`src/rtl/cbus_arbiter_if.sv`:
```
// CBus bundle between the cache-side requesters, the arbiter and the memory-side port.
// Request and response layouts are shared by the arbiter and its clients.
interface cbus_arbiter_if #(parameter int NUM_INPUTS = 2);
  typedef struct packed {
    logic        valid;
    logic        is_write;
    logic [31:0] addr;
    logic [3:0]  len;
    logic [7:0]  strobe;
    logic [63:0] data;
  } cbus_req_t;

  typedef struct packed {
    logic        ready;
    logic        last;
    logic [63:0] data;
  } cbus_resp_t;

  cbus_req_t  [NUM_INPUTS-1:0] ireqs;
  cbus_resp_t [NUM_INPUTS-1:0] iresps;
  cbus_req_t                   oreq;
  cbus_resp_t                  oresp;

  // arbiter side
  modport slave (input ireqs, output iresps, output oreq, input oresp);
  // requesters plus memory side, as seen by the environment
  modport master (output ireqs, input iresps, input oreq, output oresp);
endinterface

```
`src/rtl/cbus_arbiter.sv`:
```
// Round-robin CBus arbiter: one owner at a time is forwarded to the memory side
// until a ready&&last beat, with one IDLE cycle between transactions.
module cbus_arbiter #(
  parameter  int NUM_INPUTS = 2,
  localparam int GW = (NUM_INPUTS > 1) ? $clog2(NUM_INPUTS) : 1
) (
  input  logic          clk,
  input  logic          reset,
  cbus_arbiter_if.slave bus,
  output logic [GW-1:0] grant_o,
  output logic [3:0]    beat_cnt_o,
  output logic          busy_o
);
  typedef enum logic {IDLE, BUSY} state_e;

  state_e        state_q, state_d;
  logic [GW-1:0] grant_q, grant_d;
  logic [GW-1:0] last_grant_q, last_grant_d;
  logic [3:0]    beat_q, beat_d;
  logic          found;
  int            idx;

  always_ff @(posedge clk) begin
    if (reset) begin
      state_q      <= IDLE;
      grant_q      <= '0;
      last_grant_q <= GW'(NUM_INPUTS - 1);
      beat_q       <= '0;
    end else begin
      state_q      <= state_d;
      grant_q      <= grant_d;
      last_grant_q <= last_grant_d;
      beat_q       <= beat_d;
    end
  end

  always_comb begin
    state_d      = state_q;
    grant_d      = grant_q;
    last_grant_d = last_grant_q;
    beat_d       = beat_q;
    found        = 1'b0;
    idx          = 0;
    bus.oreq     = '0;
    bus.iresps   = '0;
    case (state_q)
      IDLE: begin
        // scan starts just after the previous owner
        for (int k = 1; k <= NUM_INPUTS; k++) begin
          idx = (int'(last_grant_q) + k) % NUM_INPUTS;
          if (!found && bus.ireqs[idx].valid) begin
            found   = 1'b1;
            grant_d = GW'(idx);
          end
        end
        if (found) begin
          state_d = BUSY;
          beat_d  = '0;
        end
      end
      BUSY: begin
        // gated by reset so nothing leaks out while an abandoned burst is torn down
        if (!reset) begin
          bus.oreq            = bus.ireqs[grant_q];
          bus.iresps[grant_q] = bus.oresp;
        end
        if (bus.oresp.ready) beat_d = beat_q + 4'd1;
        if (bus.oresp.ready && bus.oresp.last) begin
          state_d      = IDLE;
          last_grant_d = grant_q;
        end
      end
      default: state_d = IDLE;
    endcase
  end

  assign grant_o    = grant_q;
  assign beat_cnt_o = beat_q;
  assign busy_o     = (state_q == BUSY);
endmodule

```
`src/flat_wrapper.sv`:
```
// flat-port wrapper written by rule: the top's interface ports become plain ports
module cbus_arbiter_flat 
#(
  parameter  int NUM_INPUTS = 2,
  localparam int GW = (NUM_INPUTS > 1) ? $clog2(NUM_INPUTS) : 1
)
  (clk, reset, grant_o, beat_cnt_o, busy_o, bus_ireqs, bus_iresps, bus_oreq, bus_oresp);
  cbus_arbiter_if #(.NUM_INPUTS(NUM_INPUTS)) bus_i ();
  input  logic clk;
  input  logic reset;
  output logic [GW-1:0] grant_o;
  output logic [3:0] beat_cnt_o;
  output logic busy_o;
  input wire logic [$bits(bus_i.ireqs)-1:0] bus_ireqs;
  output wire logic [$bits(bus_i.iresps)-1:0] bus_iresps;
  output wire logic [$bits(bus_i.oreq)-1:0] bus_oreq;
  input wire logic [$bits(bus_i.oresp)-1:0] bus_oresp;
  assign bus_i.ireqs = bus_ireqs;
  assign bus_iresps = bus_i.iresps;
  assign bus_oreq = bus_i.oreq;
  assign bus_i.oresp = bus_oresp;
  cbus_arbiter #(.NUM_INPUTS(NUM_INPUTS)) u_core (.clk(clk), .reset(reset), .bus(bus_i), .grant_o(grant_o), .beat_cnt_o(beat_cnt_o), .busy_o(busy_o));
endmodule
```
`config.mk`:
```
export PLATFORM = sky130hd
export DESIGN_NAME = cbus_arbiter_flat
export DESIGN_NICKNAME = d
export VERILOG_FILES = /design/src/rtl/cbus_arbiter_if.sv /design/src/rtl/cbus_arbiter.sv /design/src/flat_wrapper.sv
export SDC_FILE = /design/constraint.sdc
export NUM_CORES = 1
export LEC_CHECK = 0
export ABC_CLOCK_PERIOD_IN_PS = 2150
export BUFFER_PORTS_ARGS = -buffer_cell sky130_fd_sc_hd__clkbuf_2
export CAP_MARGIN = 0
export CELL_PAD_IN_SITES_DETAIL_PLACEMENT = 2
export CELL_PAD_IN_SITES_GLOBAL_PLACEMENT = 2
export CORE_AREA = 3 3 209 211
export DETAILED_ROUTE_END_ITERATION = 6
export DIE_AREA = 0 0 212 214
export PLACE_DENSITY = 0.69
export SLEW_MARGIN = 20
export SYNTH_ARGS = -nofsm -noshare
export SYNTH_HDL_FRONTEND = slang
export SYNTH_SLANG_ARGS = --single-unit
```
`constraint.sdc`:
```
create_clock -name clk -period 2.15 [get_ports clk]
set_input_delay 0.1075 -clock clk [delete_from_list [all_inputs] [get_ports clk]]
set_output_delay 0.1075 -clock clk [all_outputs]
set_load 0.01 [all_outputs]
```
==> flow_metrics.env, run 1 <==
export IMPL_synth_edf_count=0
export IMPL_cts_resized=0
export IMPL_cap_violations=0
export IMPL_tns_ps=0
export IMPL_rsz0062_at_grt="false"
export IMPL_track_usage_pct=11.77
export IMPL_grt_start_max_net_pins=63
export IMPL_wl_um=28760
export IMPL_cp_slowest_stage_delay_ps=410
export IMPL_synth_seq_cells=7
export IMPL_syn_nets=793
export IMPL_num_vias=5476
export IMPL_power_mw=1.658
export IMPL_viasPerCell=3.524
export IMPL_synth_top_area_share_pct=36.65
export IMPL_relSlewSlack_pct=70.29
export IMPL_status="completed"
export IMPL_fp_dieArea_um2=45370
export IMPL_cts_hold_buf=0
export IMPL_yosysWarnings=0
export IMPL_slew_viol_final=0
export IMPL_cts_clk_slew_worst_paths_ps=40
export IMPL_nets=1303
export IMPL_synth_area_per_cell_um2=6.015
export IMPL_firstDrtPassIters=4
export IMPL_antenna_left=0
export IMPL_ys_types=26
export IMPL_drt_wirelength_per_cell_um=18.51
export IMPL_crit_fanout=37
export IMPL_tightest_slew_ps=433.2
export IMPL_regArea_um2=145.1
export IMPL_postCtsSetupBuffers=0
export IMPL_synth_area_top_cells="mux2i_1 37%, nor2_1 25%, nand2_1 8.5%, nor2_2 8.3%, buf_2 4.6%"
export IMPL_first_global_vias=5877
export IMPL_hold_viol=0
export IMPL_whs_ps=225.7
export IMPL_place_detailed_hpwl_um=26290
export IMPL_synth_main_ff_cell="dfxtp_1"
export IMPL_die_y_um=214
export IMPL_cpMaxStageDelayCell="dfxtp_4"
export IMPL_synthArstFlopShare_pct=0
export IMPL_clockRootBuffer="clkbuf_16"
export IMPL_ir_drop_mv=0.2603
export IMPL_clock_tree_buffer_depth=2
export IMPL_hold_class="input port to flop"
export IMPL_finalCriticalPeriod_ps=1774
export IMPL_drc=0
export IMPL_synth_seq_area_share_pct=4.622
export IMPL_end_kind="output pin"
export IMPL_synthCells=504
export IMPL_grt_pass1_wl_um=40040
export IMPL_core_um2=41950
export IMPL_required_ps=2040
export IMPL_overflow=0
export IMPL_initial_utilization_pct=7.227
export IMPL_finalSetupViolations=0
export IMPL_mostFrequentLayoutCells="535 x clkbuf_2, 204 x nor2_1, 111 x mux2i_1, 69 x nand2_1, 40 x nor2_2"
export IMPL_start_kind="flop"
export IMPL_multi_input_area_um2=2561
export IMPL_cellPowerDensity_nw_per_um2=260.8
export IMPL_critical_path_buf_inv_count=3
export IMPL_critPathTopFamily="buffers and inverters"
export IMPL_port_buffers=535
export IMPL_crit_path_cell_trace="buf_12 > buf_4 > mux2i_1 > nor2_1 > clkbuf_2"
export IMPL_final_layout_size_suffix_gt1_share_pct=59.62
export IMPL_io_pins=536
export IMPL_yosysTopAreaCell="mux2i_1"
export IMPL_fillers=5273
export IMPL_cp_data_arrival_time_ps=1670
export IMPL_clock_sinks=7
export IMPL_p_leak_nw=3.371
export IMPL_criticalPathCategory="flop to output pin"
export IMPL_rows=75
export IMPL_cts_made_buffers=3
export IMPL_mostFrequentLayoutCell="clkbuf_2"
export IMPL_tritoncts="built"
export IMPL_antenna_found_initial=4
export IMPL_die_x_um=212
export IMPL_clock_fmax_mhz=563.7
export IMPL_first_iter_violations=171
export IMPL_syn_to_final_growth_pct=109.8
export IMPL_skew_ps=5.279
export IMPL_htree_levels=1
export IMPL_fin_crit_sh_pct=82.51
export IMPL_clock_latency_ps=230
export IMPL_gp_congestion=0.8242
export IMPL_syn_area_um2=3032
[registers in the layout, indices dropped and copies added (netlist names)]
| name | cells |
|---|---|
| u_core.busy_o | 1 |
| u_core.last_grant_q | 1 |
| u_core.grant_o | 1 |
| u_core.beat_cnt_o | 4 |
[stage by stage]
step           utilization, %  std cells  area [µm²]  worst slack (ps)
6_report                15.16       1554        6360             376.0
5_1_grt                 15.15       1552        6355             253.2
4_1_cts                 15.15       1552        6355             348.4
3_5_place_dp            14.96       1548        6276             578.7
3_3_place_gp            14.96       1548        6276             633.5
2_1_floorplan               -        504        3032             926.2
[cells in the mapped netlist (2+ instances only)]
cell	instances
a211oi_2	2
a21oi_1	3
buf_2	28
buf_4	10
buf_6	10
dfxtp_1	7
inv_1	2
mux2i_1	111
nand2_1	69
nand2b_1	2
nand3_1	2
nor2_1	204
nor2_2	40
o21ai_1	2
[per-layer routing]
layer	vias up	part of all wire, %	global-route usage, %
li1	2631	-	-
met4	2	0.90	1.072
met2	319	56	24.42
met3	12	8.3	3.076
met1	2512	35	11.85
met5	-	0.045	0
[worst register-to-register path, stage by stage (launching register included)]
cell and delay (ps):
dfxtp_2 340, buf_12 200, or3_1 430, o22ai_1 140, a22o_1 140
[path summary, 6_finish.rpt]
path                                        endpoint           startpoint  slack (ps)  cells after the start
worst min-delay path                  u_core.grant_o                reset         230                      2
worst max register to register  u_core.beat_cnt_o[3]        u_core.busy_o         850                      4
worst max-delay path                    bus_oreq[28]       u_core.grant_o         380                      5
worst min register to register   u_core.last_grant_q  u_core.last_grant_q         490                      2
[power by group]
| group | switching [mW] | internal [mW] |
|---|---|---|
| clock | 0.0752 | 0.247 |
| combinational | 0.680 | 0.511 |
| sequential | 0.00904 | 0.136 |
| total | 0.764 | 0.894 |
[cells by family (layout without fill, tap and decap cells)]
logic type	after synthesis	after routing	synth area share [%]
muxes	111	111	36.65
and+or+nand+nor	325	325	44.90
other	0	2	0
buffers and inverters	50	559	11.06
AOI/OAI and AO/OA	10	10	2.353
adders and majority gates	1	1	0.4126
DFF	7	7	4.622
[layout make-up]
| type | count | area share (%) |
|---|---|---|
| timing repair buffer | 553 | 45.41 |
| multi-input combinational | 447 | 40.27 |
| tap | 539 | 10.60 |
| sequential | 7 | 2.282 |
| clock buffer | 4 | 1.239 |
| inverter | 2 | 0.1180 |
| antenna | 2 | 0.07869 |
No activity file was read; power rests on OpenSTA's default activity.
==> run 2, diff against run 1 <==
Settings changed: ABC_CLOCK_PERIOD_IN_PS 2150 to 1800, CORE_AREA 3 3 209 211 to 3 3 206 208, DIE_AREA 0 0 212 214 to 0 0 209 211, PLACE_DENSITY 0.69 to 0.7.
Clock period 2.15 ns to 1.8 ns, I/O delays scaled along.
==> flow_metrics.env, run 2 (synthesized netlist as in run 1, its figures left out) <==
export IMPL_status="completed"
export IMPL_cellPowerDensity_nw_per_um2=306.6
export IMPL_cpMaxStageDelayCell="dfxtp_4"
export IMPL_fin_crit_sh_pct=96.21
export IMPL_grt_pass1_wl_um=37610
export IMPL_hold_viol=0
export IMPL_relSlewSlack_pct=64.90
export IMPL_hold_class="input port to flop"
export IMPL_place_detailed_hpwl_um=23300
export IMPL_fillers=5075
export IMPL_timing_final_ws_setup_ps=68.18
export IMPL_rsz0062_at_grt="false"
export IMPL_crit_fanout=22
export IMPL_drt_wirelength_per_cell_um=17.16
export IMPL_antenna_cells=0
export IMPL_p_leak_nw=3.427
export IMPL_gp_congestion=0.8006
export IMPL_antenna_found_initial=2
export IMPL_clock_fmax_mhz=577.4
export IMPL_crit_top_cell="buf_16"
export IMPL_grt_start_max_net_pins=77
export IMPL_largest_reg_flops=4
export IMPL_crit_path_cell_trace="buf_16 > buf_16 > mux2i_1 > nor2_1 > clkbuf_2"
export IMPL_final_layout_size_suffix_gt1_share_pct=60.12
export IMPL_slew_viol_final=0
export IMPL_cts_made_buffers=3
export IMPL_tritoncts="built"
export IMPL_first_global_vias=6096
export IMPL_tightest_slew_ps=526.5
export IMPL_antenna_left=0
export IMPL_die_y_um=211
export IMPL_rows=74
export IMPL_cts_clk_slew_worst_paths_ps=40
export IMPL_required_ps=1710
export IMPL_start_kind="flop"
export IMPL_clock_latency_ps=230
export IMPL_first_iter_violations=206
export IMPL_ir_drop_mv=0.1964
export IMPL_postCtsSetupBuffers=0
export IMPL_tns_ps=0
export IMPL_overflow=0
export IMPL_clock_tree_buffer_depth=2
export IMPL_finalSetupViolations=0
export IMPL_drc=0
export IMPL_end_kind="output pin"
export IMPL_mostFrequentLayoutCells="535 x clkbuf_2, 204 x nor2_1, 108 x mux2i_1, 69 x nand2_1, 40 x nor2_2"
export IMPL_finalCriticalPeriod_ps=1732
export IMPL_track_usage_pct=11.07
export IMPL_cp_data_arrival_time_ps=1640
export IMPL_io_pins=536
export IMPL_wl_um=26600
export IMPL_critPathTopFamily="buffers and inverters"
export IMPL_viasPerCell=3.550
export IMPL_mostFrequentLayoutCell="clkbuf_2"
export IMPL_syn_to_final_growth_pct=113.4
export IMPL_core_um2=40740
export IMPL_port_buffers=535
export IMPL_die_x_um=209
export IMPL_final_core_util_pct=15.88
export IMPL_htree_levels=1
export IMPL_nets=1308
export IMPL_criticalPathCategory="flop to output pin"
export IMPL_clock_sinks=7
export IMPL_num_vias=5503
export IMPL_firstDrtPassIters=4
export IMPL_fp_dieArea_um2=44100
export IMPL_critical_path_buf_inv_count=3
export IMPL_initial_utilization_pct=7.442
export IMPL_pre_cts_slack_ps=94.92
export IMPL_cp_slowest_stage_delay_ps=390
export IMPL_cap_violations=0
export IMPL_skew_ps=2.038
export IMPL_clockRootBuffer="clkbuf_16"
## run 2: cell count changes in the layout (fill, tap and decap cells not counted), sizes merged
cell    previous run  this run
buf               18        22
diode              2         0
bufbuf             0         1
## run 2: worst reg2reg max path, delay by kind of cell (launching register included)
kind,cells,cell delay [ps]
flip-flops,1,340
buffers and inverters,1,210
AND/OR/NAND/NOR,1,430
AO/OA/AOI/OAI,2,280
## run 2: timing repair
| item | in CTS | in global routing |
|---|---|---|
| hold buffers | 0 | 0 |
| cloned | 1 | 0 |
| gates resized for setup | 4 | 2 |
| setup endpoints to repair | 3 | 1 |
| endpoints found under the hold margin | 0 | 0 |
## run 2: metal layers
layer,vias up,GRT usage (%),wire length (µm)
li1,2635,-,-
met1,2512,12.07,9991
met2,328,21.12,13720
met3,24,2.985,2250
met4,4,2.841,610
met5,-,0,27
## run 2: cell type report
cell class | instances | area, µm² | area share (%)
inverter | 2 | 7.507 | 0.1161
tap | 532 | 665.6 | 10.29
multi-input combinational | 447 | 2581 | 39.90
clock buffer | 4 | 78.83 | 1.219
timing repair buffer | 558 | 2990 | 46.23
sequential | 7 | 145.1 | 2.244
## run 2: through the flow
stage	cells	instance area, µm²	hold WS, ps	power (mW)
floorplan	504	3032	249.6	0.8689
global placement	1545	6322	429.4	1.588
detailed placement	1545	6322	447.6	1.621
CTS	1550	6457	208.1	2.041
global route	1550	6469	229.0	2.153
finish	1550	6469	197.9	1.983
## run 2: final timing paths
check | end | cells after the start | startpoint | slack (ps)
setup / recovery | bus_oreq[63] | 5 | u_core.grant_o | 70
hold / removal | u_core.grant_o | 2 | reset | 200
setup reg to reg | u_core.beat_cnt_o[3] | 4 | u_core.busy_o | 490
hold reg to reg | u_core.last_grant_q | 2 | u_core.last_grant_q | 490
## run 2: where the power goes
| group | switching [mW] | total (mW) | internal, mW |
|---|---|---|---|
| combinational | 0.791 | 1.43 | 0.643 |
| clock | 0.0828 | 0.377 | 0.295 |
| sequential | 0.00976 | 0.173 | 0.163 |
